### src/rtl/imem_loader_pkg.sv
// Shared state encoding and width constants for the instruction-memory program loader.
package imem_loader_pkg;
  localparam int WORD_W = 32;
  localparam int BYTE_W = 8;

  typedef enum logic [2:0] {
    IDLE,
    HDR,
    DATA,
    WRITE,
    CHK,
    DONE,
    ERR
  } loader_state_e;
endpackage

### src/rtl/imem_program_loader_if.sv
// Byte-stream input and instruction-memory write port of the program loader.
interface imem_program_loader_if #(
  parameter int ADDR_W = 8
);
  import imem_loader_pkg::*;

  logic [BYTE_W-1:0] in_data;
  logic              in_valid;
  logic              in_ready;
  logic              mem_we;
  logic [ADDR_W-1:0] mem_addr;
  logic [WORD_W-1:0] mem_wdata;

  modport master (input in_data, in_valid, output in_ready, mem_we, mem_addr, mem_wdata);
  modport slave  (output in_data, in_valid, input in_ready, mem_we, mem_addr, mem_wdata);
endinterface

### src/rtl/loader_word_packer.sv
// Packs accepted bytes big-endian into 32-bit words; word_ready flags the 4th byte of each word.
module loader_word_packer
  import imem_loader_pkg::*;
(
  input  logic              clk,
  input  logic              reset,
  input  logic              clear,
  input  logic              byte_en,
  input  logic [BYTE_W-1:0] byte_in,
  output logic              word_ready,
  output logic [WORD_W-1:0] word
);
  logic [1:0]               idx;
  logic [WORD_W-BYTE_W-1:0] sh;

  assign word_ready = byte_en && (idx == 2'd3);

  // word only changes on a completed word, so it doubles as the held write data
  always_ff @(posedge clk) begin
    if (!reset) begin
      idx  <= 2'd0;
      sh   <= '0;
      word <= '0;
    end else if (clear) begin
      idx <= 2'd0;
    end else if (byte_en) begin
      idx <= idx + 2'd1;
      if (idx == 2'd3) word <= {sh, byte_in};
      else             sh   <= {sh[WORD_W-2*BYTE_W-1:0], byte_in};
    end
  end
endmodule

### src/rtl/imem_program_loader.sv
// Loads a byte-serial program image into instruction memory and holds the CPU until it succeeds.
// Optional trailing XOR checksum byte when LOADER_CHECKSUM_EN is defined.
module imem_program_loader
  import imem_loader_pkg::*;
#(
  parameter int ADDR_W    = 8,
  parameter int MAX_WORDS = 64,
  parameter int BASE_ADDR = 0
) (
  input  logic                 clk,
  input  logic                 reset,
  input  logic                 start,
  imem_program_loader_if.master bus,
  output logic                 cpu_hold,
  output logic                 load_done,
  output logic                 load_err,
  output logic [6:0]           words_loaded
);
  localparam logic [BYTE_W-1:0] MAX_N = BYTE_W'(MAX_WORDS);
  localparam logic [ADDR_W-1:0] BASE  = ADDR_W'(BASE_ADDR);

  loader_state_e     state, state_n;
  logic [6:0]        n_words;
  logic [ADDR_W-1:0] addr, mem_addr_q;
  logic              in_ready_c, mem_we_c, accept, start_ok, word_ready;
  logic [WORD_W-1:0] word;
`ifdef LOADER_CHECKSUM_EN
  logic [BYTE_W-1:0] csum;
`endif

  assign accept   = bus.in_valid && in_ready_c;
  assign start_ok = start && (state == IDLE || state == DONE || state == ERR);

  loader_word_packer u_packer (
    .clk        (clk),
    .reset      (reset),
    .clear      (start_ok),
    .byte_en    (accept && (state == DATA)),
    .byte_in    (bus.in_data),
    .word_ready (word_ready),
    .word       (word)
  );

  always_ff @(posedge clk) begin
    if (!reset) state <= IDLE;
    else        state <= state_n;
  end

  always_comb begin
    state_n    = state;
    in_ready_c = 1'b0;
    mem_we_c   = 1'b0;
    cpu_hold   = 1'b1;
    load_done  = 1'b0;
    load_err   = 1'b0;
    case (state)
      IDLE: if (start) state_n = HDR;
      HDR: begin
        in_ready_c = 1'b1;
        if (bus.in_valid)
          state_n = (bus.in_data == '0 || bus.in_data > MAX_N) ? ERR : DATA;
      end
      DATA: begin
        in_ready_c = 1'b1;
        if (word_ready) state_n = WRITE;
      end
      WRITE: begin
        mem_we_c = 1'b1;
`ifdef LOADER_CHECKSUM_EN
        state_n = (words_loaded + 7'd1 == n_words) ? CHK : DATA;
`else
        state_n = (words_loaded + 7'd1 == n_words) ? DONE : DATA;
`endif
      end
`ifdef LOADER_CHECKSUM_EN
      CHK: begin
        in_ready_c = 1'b1;
        if (bus.in_valid) state_n = (bus.in_data == csum) ? DONE : ERR;
      end
`endif
      DONE: begin
        cpu_hold  = 1'b0;
        load_done = 1'b1;
        if (start) state_n = HDR;
      end
      ERR: begin
        load_err = 1'b1;
        if (start) state_n = HDR;
      end
      default: state_n = IDLE;
    endcase
  end

  // Control and visible outputs: cleared by reset
  always_ff @(posedge clk) begin
    if (!reset) begin
      words_loaded <= '0;
      mem_addr_q   <= '0;
    end else begin
      if (start_ok)        words_loaded <= '0;
      if (word_ready)      mem_addr_q   <= addr;
      if (state == WRITE)  words_loaded <= words_loaded + 7'd1;
    end
  end

  // Load bookkeeping: always initialised in HDR before use
  always_ff @(posedge clk) begin
    if (state == HDR && accept) begin
      n_words <= bus.in_data[6:0];
      addr    <= BASE;
    end
    if (state == WRITE) addr <= addr + ADDR_W'(4);
`ifdef LOADER_CHECKSUM_EN
    if (state == HDR && accept)  csum <= bus.in_data;
    if (state == DATA && accept) csum <= csum ^ bus.in_data;
`endif
  end

  assign bus.in_ready  = in_ready_c;
  assign bus.mem_we    = mem_we_c;
  assign bus.mem_addr  = mem_addr_q;
  assign bus.mem_wdata = word;
endmodule
### src/flat_wrapper.sv
// flat-port wrapper written by rule: the top's interface ports become plain ports
module imem_program_loader_flat import imem_loader_pkg::*;
#(
  parameter int ADDR_W    = 8,
  parameter int MAX_WORDS = 64,
  parameter int BASE_ADDR = 0
)
  (clk, reset, start, cpu_hold, load_done, load_err, words_loaded, bus_in_data, bus_in_valid, bus_in_ready, bus_mem_we, bus_mem_addr, bus_mem_wdata);
  imem_program_loader_if #(.ADDR_W(ADDR_W)) bus_i ();
  input  logic clk;
  input  logic reset;
  input  logic start;
  output logic cpu_hold;
  output logic load_done;
  output logic load_err;
  output logic [6:0] words_loaded;
  input wire logic [$bits(bus_i.in_data)-1:0] bus_in_data;
  input wire logic [$bits(bus_i.in_valid)-1:0] bus_in_valid;
  output wire logic [$bits(bus_i.in_ready)-1:0] bus_in_ready;
  output wire logic [$bits(bus_i.mem_we)-1:0] bus_mem_we;
  output wire logic [$bits(bus_i.mem_addr)-1:0] bus_mem_addr;
  output wire logic [$bits(bus_i.mem_wdata)-1:0] bus_mem_wdata;
  assign bus_i.in_data = bus_in_data;
  assign bus_i.in_valid = bus_in_valid;
  assign bus_in_ready = bus_i.in_ready;
  assign bus_mem_we = bus_i.mem_we;
  assign bus_mem_addr = bus_i.mem_addr;
  assign bus_mem_wdata = bus_i.mem_wdata;
  imem_program_loader #(.ADDR_W(ADDR_W), .MAX_WORDS(MAX_WORDS), .BASE_ADDR(BASE_ADDR)) u_core (.clk(clk), .reset(reset), .start(start), .bus(bus_i), .cpu_hold(cpu_hold), .load_done(load_done), .load_err(load_err), .words_loaded(words_loaded));
endmodule
### config.mk
export PLATFORM = sky130hd
export DESIGN_NAME = imem_program_loader_flat
export DESIGN_NICKNAME = d
export VERILOG_FILES = /design/src/rtl/imem_loader_pkg.sv /design/src/rtl/imem_program_loader_if.sv /design/src/rtl/loader_word_packer.sv /design/src/rtl/imem_program_loader.sv /design/src/flat_wrapper.sv
export SDC_FILE = /design/constraint.sdc
export NUM_CORES = 1
export LEC_CHECK = 0
export CAP_MARGIN = 10
export CORE_UTILIZATION = 50
export CTS_BUF_LIST = sky130_fd_sc_hd__clkbuf_8
export DETAILED_ROUTE_END_ITERATION = 6
export PLACE_DENSITY_LB_ADDON = 0.3
export SLEW_MARGIN = 20
export SYNTH_ARGS = -nofsm -noshare
export SYNTH_HDL_FRONTEND = slang
export SYNTH_SLANG_ARGS = --single-unit
export TNS_END_PERCENT = 50
### constraint.sdc
create_clock -name clk -period 1.6 [get_ports clk]
set_input_delay 0.16 -clock clk [delete_from_list [all_inputs] [get_ports clk]]
set_output_delay 0.16 -clock clk [all_outputs]
set_load 0.03 [all_outputs]
Yosys cells after proc, flatten, opt, wreduce, memory -nomap -nowiden
Index checks and enable logic that the tools add are counted.
{ "word_totals": {"regBits": 91, "latch_bits": 0, "ram_bits": 0, "rom_bits": 0, "in_bits": 12, "out_inout_bits": 52, "mem_count": 0} }
{ "classes": {"n_addsub": 3, "multipliers": 0, "n_div": 0, "n_lt_le_gt_ge": 1, "n_eq_ne": 10, "shift": 0, "muxes": 15, "n_bitwise": 3, "reduce_logical": 18} }
{ "op_table": {"columns": ["op", "count"], "rows": [
  ["two-way mux 8 bit", 2],
  ["two-way mux 3 bit", 5],
  ["two-way mux 7 bit", 2],
  ["one-hot mux 3 bit (4 select lines)", 1],
  ["AND reduction 3 bit", 3],
  ["adder 8 x 3 -> 8 bit, second input constant", 1],
  ["greater-than comparator 8 x 7 -> 1 bit, second input constant", 1],
  ["zero test 8 bit", 1],
  ["adder 7 x 1 -> 7 bit, second input constant", 1],
  ["equality test 7 bit", 1],
  ["equality test 3 x 2 -> 1 bit, second input constant", 2],
  ["equality test 3 bit, second input constant", 2],
  ["logical AND 1 bit", 5],
  ["two-way mux 1 bit", 5],
  ["inequality test 2 bit, second input constant", 2],
  ["nonzero test 2 bit", 2],
  ["OR reduction 2 bit", 2],
  ["equality test 3 x 1 -> 1 bit, second input constant", 1],
  ["zero test 3 bit", 1],
  ["logical OR 1 bit", 3],
  ["NOT 1 bit", 3],
  ["OR reduction 3 bit", 1],
  ["adder 2 x 1 -> 2 bit, second input constant", 1],
  ["equality test 2 bit, second input constant", 1],
  ["inequality test 2 x 1 -> 1 bit, second input constant", 1]
]} }

Longest topological paths before layout
{ "logic_depth": {"word_depth": 8, "mapped_depth": 7, "ltp_nobuf": 6} }

By module
A second synthesis with hierarchy kept.
{ "hier_totals": {"cells_unflattened": 358, "hier_area_um2": 3672.3} }
{ "by_module_without_submodules": {"columns": ["module", "n_inst", "cells_per_inst", "area_each_um2", "seq_area_each_um2"], "rows": [
  ["loader_word_packer", 1, 201, 2154.6, 1161.1],
  ["imem_program_loader", 1, 157, 1517.7, 710.7]
]} }

Worst setup path before layout
OpenSTA, ideal clock, no wires.
{ "synth_timing": {"path_kind": "register to register", "startpoint": "reg u_core.words_loaded[0]", "endpoint": "reg u_core.state[1]", "setup_time_ps": 116, "t_arrival_ps": 1823, "required_time_ps": 1484, "slack_ps": -340, "stages_incl_launch_ff": 7, "n_path_buf": 0, "period_less_slack_ps": 1940, "cell_sequence": "dfxtp_1 ha_1 and3_1 a21oi_1 nor4_4 nand3_1 o211a_1"} }
{ "synth_between": {"elab_chain_len": 4} }
{ "synth_rtl": {"columns": ["item", "line", "text"], "rows": [
  ["from (decl)", "imem_program_loader.sv:17", "output logic [6:0] words_loaded"],
  ["from (signal assigned)", "imem_program_loader.sv:102", "if (state == WRITE) words_loaded <= words_loaded + 7'd1;"],
  ["adder 7 x 1 -> 7 bit", "imem_program_loader.sv:72", "state_n = (words_loaded + 7'd1 == n_words) ? DONE : DATA;"],
  ["equality test 7 bit", "imem_program_loader.sv:72", null],
  ["two-way mux 3 bit", "imem_program_loader.sv:72", null],
  ["one-hot mux 3 bit (4 select lines)", "imem_program_loader.sv:56", "case (state)"],
  ["to (signal assigned)", "imem_program_loader.sv:46", "else state <= state_n;"],
  ["to (decl)", "imem_program_loader.sv:22", "loader_state_e state, state_n;"]
]} }
No other way between the ends.
A chain may end at the register's enable or synchronous reset.

Worst setup path in the final report
Ends and elaborated chain as after synthesis.

==> results.tsv <==
stage	metric	value	unit
outcome	run_status	complete, but fails checks	
outcome	violated_checks	negative setup slack	
placed_design	post-place-cells	600	
timing	final_max_slew_viol_count	0	
global_route	grt_use_met3	0.0517	
pwr	leakagePower	0.00197	uW
final_layout	number_of_nets_at_the_end_of_the_flow	530	
critical_path	crit-reg2reg-launch	u_core.words_loaded[0]	
timing	final.setup_skew	12.5	ps
critical_path	worstPathCellList	ha_4 -> buf_6 -> xor2_1 -> o2111ai_1 -> o21a_1 -> nand3_1 -> o211a_1	
critical_path	endpoint_of_the_most_critical_setup_path	u_core.state[1]	
critical_path	cpPeakStageDelay	360	ps
global_route	first_pass_grt_wire_length	13800	microns
clock_network	cts.root.buffer_cell	clkbuf_8	
synth	synth_area	3810	sq um
synth	async_reset_ff_frac	0	
global_route	grt-busiest-layer	met2	
global_route	gr-usage-met1	0.314	
critical_path	cp_slowest_cell	dfxtp_4	
die	fp.dieArea	7970	sq um
detailed_routing	dr_pass1_iterations	4	
critical_path	worst_ep_required_time	1850	ps
final_layout	mostFrequentLayoutCell	nand2_1	
global_route	global_route.usage.met2	0.354	
clock_network	path_clk_slew	80	ps
synth	synth_flop_cell	dfxtp_1	
final_layout	most-common-layout-cells	nand2_1, dfxtp_1, clkdlybuf4s50_1	
timing	setup_tns	-8.89	ps
synth	post_synth_inst_count	433	
hold_path	hp-class	primary input to flop	
die	num_io_pins	64	
timing	setup_violations	1	
pwr	power.ir.vdd_worst	0.000421	V
global_route	grt_use_total	0.229	
placed_design	io_buffers	61	
detailed_routing	routed_wirelength	8490	microns
detailed_routing	route.detailed.vias_per_inst	5.21	
critical_path	critical_path.n_buffers_inverters	1	
critical_path	critPathTopFamily	compound AO/OA/AOI/OAI gates	
critical_path	timing.critical_path.depth	7	
die	die_h	89.3	microns
critical_path	rr_worst_depth	7	
timing	clock.fmax	622	MHz
clock_network	post_cts_hold_buffer_count	0	
critical_path	critPathCaptureType	flop	
final_layout	stdcell_area	4990	sq um
die	placeable_area	7290	sq um
detailed_routing	antenna_left	0	
final_layout	final_layout_size_suffix_gt1_frac	0.152	
detailed_routing	route.vias.total	3227	
timing	unrepaired_setup_endpoints_after_global_routing	true	
synth	sequential_to_total_area_share_from_yosys_stat	0.492	
global_route	grt_remaining_overflow	0	
critical_path	rrSetupSlack	-9	ps
clock_network	cts_buffers	9	
critical_path	crit_path_start_kind	flop	
critical_path	crit_type	flop to flop	
timing	fin_crit_sh	1.01	
final_layout	insertedDiodeCount	0	
timing	post-route-worst-setup-slack	-8.89	ps
die	row_count	31	
die	die_width	89.3	microns
timing	hold_viol_final	0	
detailed_routing	first_iter_violations	127	
critical_path	crit_path_start	u_core.words_loaded[0]	
global_route	grt_pass1_vias	2901	
synth	post_synth_edffs	13	
synth	yosysUniqueCellTypes	48	
final_layout	post_layout_nonfiller_instances	619	
global_route	grt_max_degree	34	
detailed_routing	detail_route.drc_violations	0	
critical_path	cp.arrival	1860	ps
final_layout	fill_cells	620	
placed_design	placed_cell_area	4710	sq um
detailed_routing	wire_length_per_cell	13.7	microns
placed_design	final_weighted_congestion_in_routability_driven_placement	0.882	
critical_path	worstPathMaxFanout	5	
pwr	power_density	855	nW/um^2
clock_network	htree_levels	3	
placed_design	detailed_place_hpwl	6090	microns
global_route	antenna_violations_before_repair	0	
timing	layout_min_cycle_time	1610	ps
synth	ys_ff_latch	87	
critical_path	worst_r2r_endpoint	u_core.state[1]	
clock_network	cts_buffer_depth	2	
clock_network	tritoncts	built	
final_layout	flow.area_growth_from_synthesis	31.0	%
clock_network	clock_insertion_delay_worst_skew	360	ps
synth	yosys_warnings	0	
clock_network	clock-sinks	87	
synth	avg_inst_size_synth	8.79	sq um
job	drv_cap	0	
die	floorplan.initialDensity	0.522	
-- through the flow --
step,hold slack [ps],worst slack [ps],total power [uW],utilization
global route,218,-70.7,4410,0.684
finish,224,-8.89,4260,0.684
global placement,440,-324,2680,0.646
detailed placement,447,-369,2680,0.646
CTS,193,-32.4,4280,0.675
floorplan,259,-20.3,2530,-
-- final cells by class --
class,instances,area (sq um),share of cell area
clock inverter,6,73.8,0.0148
clock buffer,10,138,0.0276
multi-input combinational,314,1790,0.358
tap,99,124,0.0248
timing repair buffer,99,962,0.193
inverter,4,15.0,0.00301
sequential,87,1890,0.378
-- worst reg2reg max path, stage by stage (launching register included) --
cell and delay, ps:
dfxtp_4 360, ha_4 160, buf_6 120, xor2_1 150, o2111ai_1 190, o21a_1 210, nand3_1 90, o211a_1 210
-- synthesized netlist by cell type (all sizes together), types with 2 or more instances --
library cell	count	area [sq um]
and3	5	31.3
nor3	2	10.0
and2	4	27.5
xnor2	8	70.1
dfxtp	74	1480
xor2	7	61.3
nand2b	4	32.5
ha	3	37.5
inv	4	15.0
nand4	2	12.5
buf	15	115
nand3	8	40.0
nand3b	2	15.0
a21boi	68	510
edfxtp	13	390
a31oi	2	12.5
nand2	136	510
or3	2	12.5
clkbuf	14	53.8
o21ai	12	60.1
nor3b	2	26.3
nor2b	5	31.3
nor2	20	75.1
a21oi	5	25.0
-- kinds of logic (layout without fill, tap and decap cells) --
logic type / after synthesis / count (layout) / synth area share
adders and majority gates: 3 / 3 / 0.00986
muxes: 2 / 2 / 0.00559
and+or+nand+nor: 198 / 198 / 0.234
DFF: 87 / 87 / 0.492
xor gates and xnor gates: 15 / 15 / 0.0345
buffers and inverters: 33 / 119 / 0.0483
AOI/OAI and AO/OA: 94 / 94 / 0.175
other: 1 / 2 / 0.000985
-- worst min-delay path by stage --
stage / start / to / slack, ps / depth (start not counted)
global route: reset / u_core.state[2] / 220 / 3
floorplan: bus_in_data[0] / u_core.n_words[0] / 260 / 0
global placement: u_core.u_packer.sh[22] / u_core.u_packer.word[30] / 440 / 2
detailed placement: u_core.u_packer.sh[21] / u_core.u_packer.word[29] / 450 / 2
CTS: reset / u_core.state[2] / 190 / 3
finish: reset / u_core.state[2] / 220 / 3
-- routing by layer --
layer	vias to the layer above	wire [microns]	share of wire
met5	-	0	0
met4	0	129	0.015
met3	14	407	0.048
met2	74	3950	0.47
met1	1538	4000	0.47
li1	1601	-	-
-- report_power, final --
| group | switching, uW | internal [uW] |
|---|---|---|
| Clock | 829 | 787 |
| Combinational | 193 | 177 |
| Sequential | 30.8 | 2250 |
-- timing repair --
action | CTS | global route
resized for setup | 11 | 15
setup endpoints to repair | 13 | 28
pin swaps | 0 | 5
buffers inserted | 0 | 3
-- flip-flops by register name, indices dropped and copies added, names as in the netlist --
signal                cells
u_core.n_words            7
u_core.bus.mem_addr       6
u_core.addr               6
u_core.u_packer.word     32
u_core.words_loaded       7
u_core.u_packer.idx       2
u_core.u_packer.sh       24
u_core.state              3
Note: power is estimated with default switching activity, not from simulation.
